$ cat src/rtl/wrr_arbiter.sv
// wrr_arbiter: weighted round-robin arbiter for N requesters sharing one
// downstream port.
//
// A winner is chosen from the request vector in rotating-priority order
// starting at ptr. The grant is registered and held for up to weight[i]
// accepted beats (weight 0 behaves as 1). It is released early on a beat with
// last, or when the granted requester drops its request. At least one IDLE
// cycle always separates two grants.
//
// Ports:
//   clk          clock
//   rst_n        synchronous, active-low reset
//   req[N]       level requests, held until serviced
//   weight       burst quantum per requester, field i = weight[i*WBITS +: WBITS]
//   beat         consumer accepted one transfer from the granted requester
//   last         accepted beat ends the packet (qualified by beat)
//   grant[N]     registered one-hot grant
//   grant_idx    binary index of the granted requester (holds when idle)
//   grant_valid  registered OR of grant
module wrr_arbiter #(
  parameter int N     = 4,
  parameter int WBITS = 4,
  localparam int IW   = (N > 1) ? $clog2(N) : 1
) (
  input  logic               clk,
  input  logic               rst_n,
  input  logic [N-1:0]       req,
  input  logic [N*WBITS-1:0] weight,
  input  logic               beat,
  input  logic               last,
  output logic [N-1:0]       grant,
  output logic [IW-1:0]      grant_idx,
  output logic               grant_valid
);

  typedef enum logic {IDLE = 1'b0, GRANT = 1'b1} state_t;

  state_t           state_q, state_d;
  logic [IW-1:0]    ptr_q, ptr_d;
  logic [WBITS-1:0] cnt_q, cnt_d;
  logic [N-1:0]     grant_q, grant_d;
  logic [IW-1:0]    grant_idx_q, grant_idx_d;
  logic             grant_valid_q, grant_valid_d;

  logic             win_found;
  logic [IW-1:0]    win_idx;
  logic [WBITS-1:0] win_weight;
  logic             release_c;
  int               cand;

  // Rotating-priority search: the first active request at ptr, ptr+1, ...
  always_comb begin
    win_found = 1'b0;
    win_idx   = '0;
    cand      = 0;
    for (int k = 0; k < N; k++) begin
      cand = int'(ptr_q) + k;
      if (cand >= N) cand = cand - N;
      if (!win_found && req[cand]) begin
        win_found = 1'b1;
        win_idx   = IW'(cand);
      end
    end
  end

  // Weight is sampled only at grant time; a zero weight still buys one beat.
  always_comb begin
    win_weight = weight[int'(win_idx)*WBITS +: WBITS];
    if (win_weight == '0) win_weight = WBITS'(1);
  end

  // A dropped request releases even without a beat. A beat landing on the
  // same cycle as the drop is still counted by the consumer.
  assign release_c = (beat && (cnt_q == WBITS'(1))) ||
                     (beat && last) ||
                     !req[grant_idx_q];

  always_comb begin
    state_d       = state_q;
    ptr_d         = ptr_q;
    cnt_d         = cnt_q;
    grant_d       = grant_q;
    grant_idx_d   = grant_idx_q;
    grant_valid_d = grant_valid_q;
    case (state_q)
      IDLE: begin
        // beat/last are ignored here.
        if (win_found) begin
          state_d          = GRANT;
          grant_d          = '0;
          grant_d[win_idx] = 1'b1;
          grant_idx_d      = win_idx;
          grant_valid_d    = 1'b1;
          cnt_d            = win_weight;
          ptr_d            = (int'(win_idx) == N - 1) ? '0 : IW'(int'(win_idx) + 1);
        end
      end
      GRANT: begin
        // Guard against underflow; release is forced at cnt == 1 anyway.
        if (beat && (cnt_q != '0)) cnt_d = cnt_q - WBITS'(1);
        if (release_c) begin
          state_d       = IDLE;
          grant_d       = '0;
          grant_valid_d = 1'b0;
        end
      end
      default: state_d = IDLE;
    endcase
  end

  always_ff @(posedge clk) begin
    if (!rst_n) begin
      state_q       <= IDLE;
      ptr_q         <= '0;
      cnt_q         <= '0;
      grant_q       <= '0;
      grant_idx_q   <= '0;
      grant_valid_q <= 1'b0;
    end else begin
      state_q       <= state_d;
      ptr_q         <= ptr_d;
      cnt_q         <= cnt_d;
      grant_q       <= grant_d;
      grant_idx_q   <= grant_idx_d;
      grant_valid_q <= grant_valid_d;
    end
  end

  assign grant       = grant_q;
  assign grant_idx   = grant_idx_q;
  assign grant_valid = grant_valid_q;

endmodule

$ cat config.mk
export PLATFORM = sky130hd
export DESIGN_NAME = wrr_arbiter
export DESIGN_NICKNAME = d
export VERILOG_FILES = /design/src/rtl/wrr_arbiter.sv
export SDC_FILE = /design/constraint.sdc
export NUM_CORES = 1
export LEC_CHECK = 0
export ABC_AREA = 1
export BUFFER_PORTS_ARGS = -buffer_cell sky130_fd_sc_hd__buf_2
export CORE_MARGIN = 1.5
export CORE_UTILIZATION = 45
export CTS_CLUSTER_SIZE = 24
export DETAILED_ROUTE_END_ITERATION = 10
export GPL_TIMING_DRIVEN = 0
export PLACE_DENSITY = 0.79
export SKIP_CTS_REPAIR_TIMING = 1
export SLEW_MARGIN = 10
export SYNTH_ARGS = -nofsm -noshare
export SYNTH_HDL_FRONTEND = slang
export SYNTH_SLANG_ARGS = --single-unit
$ cat constraint.sdc
create_clock -name clk -period 2.7 [get_ports clk]
set_input_delay 0.81 -clock clk [delete_from_list [all_inputs] [get_ports clk]]
set_output_delay 0.81 -clock clk [all_outputs]
set_load 0.02 [all_outputs]
==> results.py, run 1 <==
metrics = {
    "sta": {
        "hold_violations": 0,
        "whs_ps": 452,
        "max_slew.worst_pin.slew_ps": 383,
        "finalCriticalPeriod_ps": 2350,
        "finalSetupViolCount": 0,
        "min_period_over_period_pct": 87.1,
        "setup-tns-final_ps": 0,
        "fin_skew_ps": 5.93,
        "max_clock_freq_ghz": 0.425,
        "rsz0062_at_grt": "no",
        "slew_viol_final": 0,
        "slew_headroom_pct": 74.5,
    },
    "floorplanning": {
        "num_rows": 18,
        "die_area_um2": 2950,
        "initial_core_util_pct": 47.9,
        "pin_count": 31,
        "coreArea_um2": 2480,
        "die_x_um": 54.3,
        "die_y_um": 54.3,
    },
    "worst_setup_path": {
        "r2r-end": "ptr_q[1]",
        "worstSetupPathType": "in -> reg",
        "r2r_start": "ptr_q[1]",
        "crit_start": "req[1]",
        "cp.arrival_ps": 2520,
        "cp_data_required_time_ps": 2870,
        "crit_path_end_kind": "flop",
        "setup.worst_path.start_class": "input port",
        "rrSetupSlack_ps": 550,
        "cp_max_fo": 8,
        "r2r_cells": 12,
        "cp-endpoint": "ptr_q[1]",
    },
    "synthesis": {
        "synth-seq-cells": 14,
        "synthFlopType": "dfxtp_1",
        "syn_avg_cell_area_um2": 6.21,
        "yosysSeqAreaShare_pct": 23.6,
        "syn_area_um2": 1190,
        "synth_edf_count": 0,
        "synth.distinct_cells": 26,
        "syn_nets": 221,
        "async_flop_share_pct": 0,
        "yosys_warnings": 0,
        "netlist_instances": 191,
    },
    "clock_network": {
        "cts_max_path_buffers": 2,
        "path_clk_slew_ps": 80,
        "htreeDepth": 1,
        "cts_tree": "yes",
        "cts_made_buffers": 3,
        "clock-root-buffer": "clkbuf_4",
        "clk_latency_ps": 280,
        "cts_num_sinks": 14,
    },
    "route": {
        "dr.pass1.iters": 4,
        "viasPerCell": 5.02,
        "num_vias": 1281,
        "avgRoutedWirePerCell_um": 10.3,
        "drtIter0Drc": 35,
        "drtAntennaViolNets": 0,
        "drc": 0,
        "drt_wl_total_um": 2640,
    },
    "global_routing": {
        "antenna_found_initial": 0,
        "grt_max_degree": 12,
        "grt_pass1_wl_um": 4310,
        "grt_pass1_vias": 1076,
        "grt_usage_pct": 19.7,
        "grt-ovfl-total": 0,
    },
    "placed_design": {
        "dp_hpwl_um": 2100,
        "gp_congestion": 0.896,
        "port_buffers": 30,
    },
    "layout": {
        "final_cell_mix": "53 x nand2_1, 30 x buf_2, 26 x nand3_1",
        "num-nets-final": 256,
        "areaGrowthSynthToFinish_pct": 18.9,
        "antenna_cells": 0,
        "drive_gt1_share_pct": 24.9,
        "final_common_cell": "nand2_1",
    },
    "pwr": {
        "total_power_mw": 2.00,
        "peakVddDrop_v": 0.000872,
        "leakage_nw": 0.769,
        "power_density_nw_per_um2": 1420,
    },
    "run": {
        "maxCapViolCount": 0,
    },
    "worst_hold_path": {
        "holdCritPathClass": "reg -> reg",
    },
    "outcome": {
        "status": "finished clean",
    },
}
critical path, cell delays in order:
cell and delay [ps]:
buf_2 110, inv_1 80, nand2_1 80, nand3_1 120, nand2_2 100, nor2_4 170
nand3_1 100, nand2_2 180, clkinv_1 220, ha_1 320, o21ai_0 180, a21oi_1 60
flip-flops by register name (all words and copies together) (netlist names):
name,count
grant_idx,2
grant_valid,1
cnt_q,4
ptr_q,2
state_q,1
grant,4
cell type report:
type	instances	area [µm²]
sequential	14	280
clock buffer	4	36.3
buffer	3	26.3
timing repair buffer	30	150
multi-input combinational	142	754
tap	30	37.5
fill	269	1070
inverter	32	125
synthesized netlist by cell type, types with 2 or more instances:
cell type   n  share of area (%)
a21oi_1     4                1.7
a22oi_1     2                1.3
buf_6       2                1.9
clkinv_1    2               0.63
dfxtp_1    14                 24
ha_1        6                6.3
inv_1      25                7.9
inv_2       4                1.3
nand2_1    53                 17
nand2_2     9                4.7
nand3_1    26                 11
nand3_2     2                1.7
nand4_1     7                3.7
nor2_1      9                2.8
o211ai_1    3                1.9
o21ai_0    12                5.1
o21ai_1     2               0.84
stage by stage:
step | util, % | instance area (µm²) | setup WS (ps) | cells
floorplan | - | 1190 | 441 | 191
global placement | 55.5 | 1370 | 51.7 | 251
detailed placement | 55.5 | 1370 | 54.3 | 251
CTS | 56.9 | 1410 | 357 | 255
global route | 56.9 | 1410 | 216 | 255
finish | 56.9 | 1410 | 348 | 255
metal layers:
layer | GRT usage (%) | vias up | share of wire (%)
met1 | 24.5 | 555 | 47
met5 | 0 | - | 0
li1 | - | 688 | -
met2 | 33.3 | 36 | 48
met3 | 4.10 | 2 | 5.6
met4 | 7.08 | 0 | 0.23
kinds of logic after synthesis:
family                   after synthesis  synth area share (%)
AND/OR/NAND/NOR                      109                  43.7
flip-flops                            14                  23.6
adder cells (fa/ha/maj)                6                  6.33
AO/OA/AOI/OAI                         25                  12.1
buffers and inverters                 35                  12.8
XOR/XNOR                               2                  1.48
how the worst min path moves through the flow:
stage               cells after the start  slack [ps]   startpoint           to
detailed placement                      2         440  grant_valid  grant_valid
global placement                        2         430  grant_valid  grant_valid
global route                            2         490  grant_valid  grant_valid
finish                                  2         450  grant_valid  grant_valid
floorplan                               2         500     cnt_q[1]     cnt_q[1]
CTS                                     2         460  grant_valid  grant_valid
report_power, final:
part	internal, mW	total (mW)	leakage [nW]	switching [mW]
combinational	0.525	1.49	0.632	0.968
clock	0.0821	0.147	0.0210	0.0653
sequential	0.298	0.363	0.116	0.0649
total	0.905	2.00	0.769	1.10
No activity file was read; power rests on OpenSTA's default activity.
==> run 2: changes to the inputs <==
- REMOVE_ABC_BUFFERS: default -> 1
==> run 2 against run 1 <==
  * Worst setup slack got worse by 49 ps
  * Global-route usage is 0.75 points higher
  * Final cell count shrank 1.2%
  * Register-to-register slack worse by 190 ps
  * Sequential cell count stayed put
  * Clock-buffer cell count is the same
  * Largest power group unchanged
==> results.py, run 2 (synthesis gave the netlist of run 1 again) <==
metrics = {
    "sta": {
        "slew_viol_final": 0,
        "finalSetupViolCount": 0,
        "setup-tns-final_ps": 0,
        "min_period_over_period_pct": 88.9,
        "max_clock_freq_ghz": 0.417,
        "max_slew.worst_pin.slew_ps": 424,
        "hold_violations": 0,
        "fin_skew_ps": 5.55,
        "rsz0062_at_grt": "no",
        "slew_headroom_pct": 71.7,
        "fin_ws_ps": 299,
        "finalCriticalPeriod_ps": 2400,
    },
    "global_routing": {
        "grt_max_degree": 13,
        "grt-ovfl-total": 0,
        "grt_pass1_vias": 1074,
        "grt_usage_pct": 20.5,
        "met3_usage_pct": 3.28,
        "grt_use_met2_pct": 34.7,
        "antenna_found_initial": 0,
        "grt_pass1_wl_um": 4430,
        "use_met1_pct": 25.9,
        "grt_busiest_layer": "met2",
    },
    "route": {
        "drtIter0Drc": 22,
        "drt_wl_total_um": 2630,
        "viasPerCell": 5.09,
        "drc": 0,
        "avgRoutedWirePerCell_um": 10.4,
        "num_vias": 1283,
        "dr.pass1.iters": 4,
        "drtAntennaViolNets": 0,
    },
    "floorplanning": {
        "pin_count": 31,
        "die_x_um": 54.3,
        "initial_core_util_pct": 47.9,
        "die_area_um2": 2950,
        "coreArea_um2": 2480,
        "num_rows": 18,
        "die_y_um": 54.3,
    },
    "worst_setup_path": {
        "cp_max_fo": 8,
        "crit_slowest_cell": "ha_1",
        "crit_buf_inv": 3,
        "crit_path_end_kind": "flop",
        "rrSetupSlack_ps": 360,
        "crit_family": "simple AND/OR/NAND/NOR gates",
        "cp_cell_sequence": "buf_2, inv_1, nand2_1, nand3_1, nand2_2, nor2_4, nand3_1, nand2_2, clkinv_1, ha_1, o21ai_0, a21oi_1",
        "worstSetupPathType": "in -> reg",
        "setup.worst_path.start_class": "input port",
        "cp.arrival_ps": 2570,
        "slowest_delay_ps": 340,
        "cp_data_required_time_ps": 2870,
    },
    "placed_design": {
        "gp_congestion": 0.810,
        "pre_cts_ws_ps": 41.4,
        "port_buffers": 30,
        "dp_cells": 248,
        "dp_hpwl_um": 2060,
    },
    "clock_network": {
        "cts_tree": "yes",
        "htreeDepth": 1,
        "path_clk_slew_ps": 80,
        "clock-root-buffer": "clkbuf_4",
        "cts_max_path_buffers": 2,
        "cts_made_buffers": 3,
        "clk_latency_ps": 280,
        "cts_num_sinks": 14,
    },
    "layout": {
        "final_common_cell": "nand2_1",
        "multi_input_area_um2": 754,
        "drive_gt1_share_pct": 24.3,
        "fill_cells": 265,
        "fin_cells": 252,
        "num-nets-final": 253,
        "antenna_cells": 0,
        "areaGrowthSynthToFinish_pct": 16.7,
        "seq_area_um2": 280,
        "final_cell_mix": "53 x nand2_1, 30 x buf_2, 26 x nand3_1",
    },
    "pwr": {
        "peakVddDrop_v": 0.000726,
        "leakage_nw": 0.755,
        "power_density_nw_per_um2": 1410,
    },
    "outcome": {
        "status": "finished clean",
    },
    "run": {
        "maxCapViolCount": 0,
    },
    "worst_hold_path": {
        "holdCritPathClass": "reg -> reg",
    },
}
[run 2: path summary, 6_finish.rpt]
check	from	cells after the start	end
max	req[1]	12	ptr_q[1]
min	grant_valid	2	grant_valid
max reg2reg	ptr_q[0]	10	ptr_q[1]
min reg2reg	grant_valid	2	grant_valid
[run 2: routing by layer]
layer  part of all wire (%)  up-vias
met5                      0        -
met4                    1.7        0
met3                    5.4        5
met2                     46       30
li1                       -      680
met1                     46      568
[run 2: area by class of cell]
cell class	instances	area share (%)
Multi-Input combinational cell	142	54.5
Inverter	32	9.04
Tap cell	30	2.71
Sequential cell	14	20.3
Clock buffer	4	2.62
Timing Repair Buffer	30	10.8
[run 2: report_power, final]
group	total, mW	leakage, nW	switching (mW)	internal (mW)
combinational	1.41	0.618	0.940	0.474
clock	0.151	0.0210	0.0692	0.0821
sequential	0.384	0.116	0.0862	0.298
total	1.95	0.755	1.10	0.855
[run 2: worst reg2reg max path, cell delays in order (launching register included)]
cell	delay, ps
dfxtp_1	590
nand2_1	140
nand3_1	150
nand2_2	100
nor2_4	170
nand3_1	100
nand2_2	180
clkinv_1	250
ha_1	340
o21ai_0	150
a21oi_1	50
[run 2: through the flow]
stage | instance area [µm²] | hold WS, ps | total power [mW] | utilization, %
6_report | 1380 | 445 | 1.95 | 55.9
3_3_place_gp | 1350 | 431 | 1.77 | 54.4
2_1_floorplan | 1160 | 504 | 1.49 | -
4_1_cts | 1380 | 451 | 1.95 | 55.9
3_5_place_dp | 1350 | 433 | 1.79 | 54.4
5_1_grt | 1380 | 475 | 2.21 | 55.9
==> run 3: changes to the inputs <==
- CAP_MARGIN: default -> 20
- RECOVER_POWER: default -> 50
- TNS_END_PERCENT: default -> 1
==> run 3 against run 2 <==
  * Clock-buffer cell count is the same
  * Power shrank 0.77%
  * Critical path depth is the same
  * Design area shrank 0.81%
==> results.py, run 3 (synthesis gave the netlist of run 1 again) <==
metrics = {
    "sta": {
        "max_slew.worst_pin.slew_ps": 424,
        "slew_headroom_pct": 71.7,
        "rsz0062_at_grt": "no",
        "min_period_over_period_pct": 89.1,
        "setup-tns-final_ps": 0,
        "fin_skew_ps": 5.57,
        "slew_viol_final": 0,
        "finalSetupViolCount": 0,
        "hold_violations": 0,
        "finalCriticalPeriod_ps": 2400,
        "max_clock_freq_ghz": 0.416,
    },
    "route": {
        "viasPerCell": 5.09,
        "num_vias": 1282,
        "drc": 0,
        "avgRoutedWirePerCell_um": 10.4,
        "drtAntennaViolNets": 0,
        "drt_wl_total_um": 2620,
        "drtIter0Drc": 21,
        "dr.pass1.iters": 4,
    },
    "global_routing": {
        "grt-ovfl-total": 0,
        "grt_pass1_wl_um": 4430,
        "grt_usage_pct": 20.5,
        "grt_max_degree": 13,
        "antenna_found_initial": 0,
        "grt_pass1_vias": 1074,
    },
    "clock_network": {
        "path_clk_slew_ps": 80,
        "clock-root-buffer": "clkbuf_4",
        "cts_num_sinks": 14,
        "clk_latency_ps": 280,
        "htreeDepth": 1,
        "cts_max_path_buffers": 2,
        "cts_made_buffers": 3,
        "cts_tree": "yes",
    },
    "layout": {
        "areaGrowthSynthToFinish_pct": 15.7,
        "final_area_um2": 1370,
        "num-nets-final": 253,
        "final_common_cell": "nand2_1",
        "final_cell_mix": "54 x nand2_1, 26 x nand3_1, 25 x inv_1",
        "drive_gt1_share_pct": 20.7,
        "antenna_cells": 0,
    },
    "floorplanning": {
        "initial_core_util_pct": 47.9,
        "coreArea_um2": 2480,
        "die_area_um2": 2950,
        "pin_count": 31,
        "die_y_um": 54.3,
        "die_x_um": 54.3,
        "num_rows": 18,
    },
    "worst_hold_path": {
        "holdCritPathClass": "reg -> reg",
    },
    "placed_design": {
        "dp_hpwl_um": 2060,
        "placedInstanceArea_um2": 1350,
        "gp_congestion": 0.810,
        "port_buffers": 30,
    },
    "pwr": {
        "power_density_nw_per_um2": 1410,
        "peakVddDrop_v": 0.000716,
        "leakage_nw": 0.728,
    },
    "run": {
        "maxCapViolCount": 0,
    },
    "worst_setup_path": {
        "setup.worst_path.start_class": "input port",
        "worstSetupPathType": "in -> reg",
        "cp.arrival_ps": 2570,
        "cp_max_fo": 8,
        "crit_path_end_kind": "flop",
        "cp_data_required_time_ps": 2870,
    },
    "outcome": {
        "status": "finished clean",
    },
}
==> run 3: worst max-delay path: stages <==
cell	delay (ps)
buf_2	100
inv_1	80
nand2_1	80
nand3_1	150
nand2_2	100
nor2_4	170
nand3_1	100
nand2_2	180
clkinv_1	250
ha_1	340
o21ai_0	150
a21oi_1	50
==> run 3: report_power, final <==
group,internal (mW),switching (mW)
clock network,0.0821,0.0693
registers,0.298,0.0873
logic,0.461,0.937
total,0.841,1.09
==> run 3: metal layers <==
metal	GRT usage, %	up-vias	routed length (µm)	share of wire [%]
met2	34.7	31	1220	46
met4	7.50	0	44	1.7
met5	0	-	0	0
met1	25.9	566	1210	46
li1	-	680	-	-
met3	3.28	5	143	5.5
==> run 3: final cells by class <==
| cell class | count | area (µm²) |
|---|---|---|
| Fill cell | 265 | 1100 |
| Clock buffer | 4 | 36.3 |
| Sequential cell | 14 | 280 |
| Timing Repair Buffer | 30 | 141 |
| Tap cell | 30 | 37.5 |
| Inverter | 32 | 125 |
| Multi-Input combinational cell | 142 | 752 |
==> run 3: final timing paths <==
path / startpoint / to / slack (ps) / cells after the start
worst min register to register: grant_valid / grant_valid / 450 / 2
worst min-delay path: grant_valid / grant_valid / 450 / 2
worst max register to register: ptr_q[0] / ptr_q[1] / 360 / 10
worst max-delay path: req[1] / ptr_q[1] / 300 / 12
==> run 3: metrics by stage <==
step | std cells | hold slack (ps) | power, mW | setup slack (ps) | utilization (%)
floorplan | 188 | 504 | 1.49 | 434 | -
global placement | 248 | 431 | 1.77 | 43.8 | 54.4
detailed placement | 248 | 433 | 1.79 | 41.4 | 54.4
CTS | 252 | 451 | 1.95 | 328 | 55.9
global route | 252 | 477 | 2.20 | 71.4 | 55.4
finish | 252 | 448 | 1.94 | 296 | 55.4
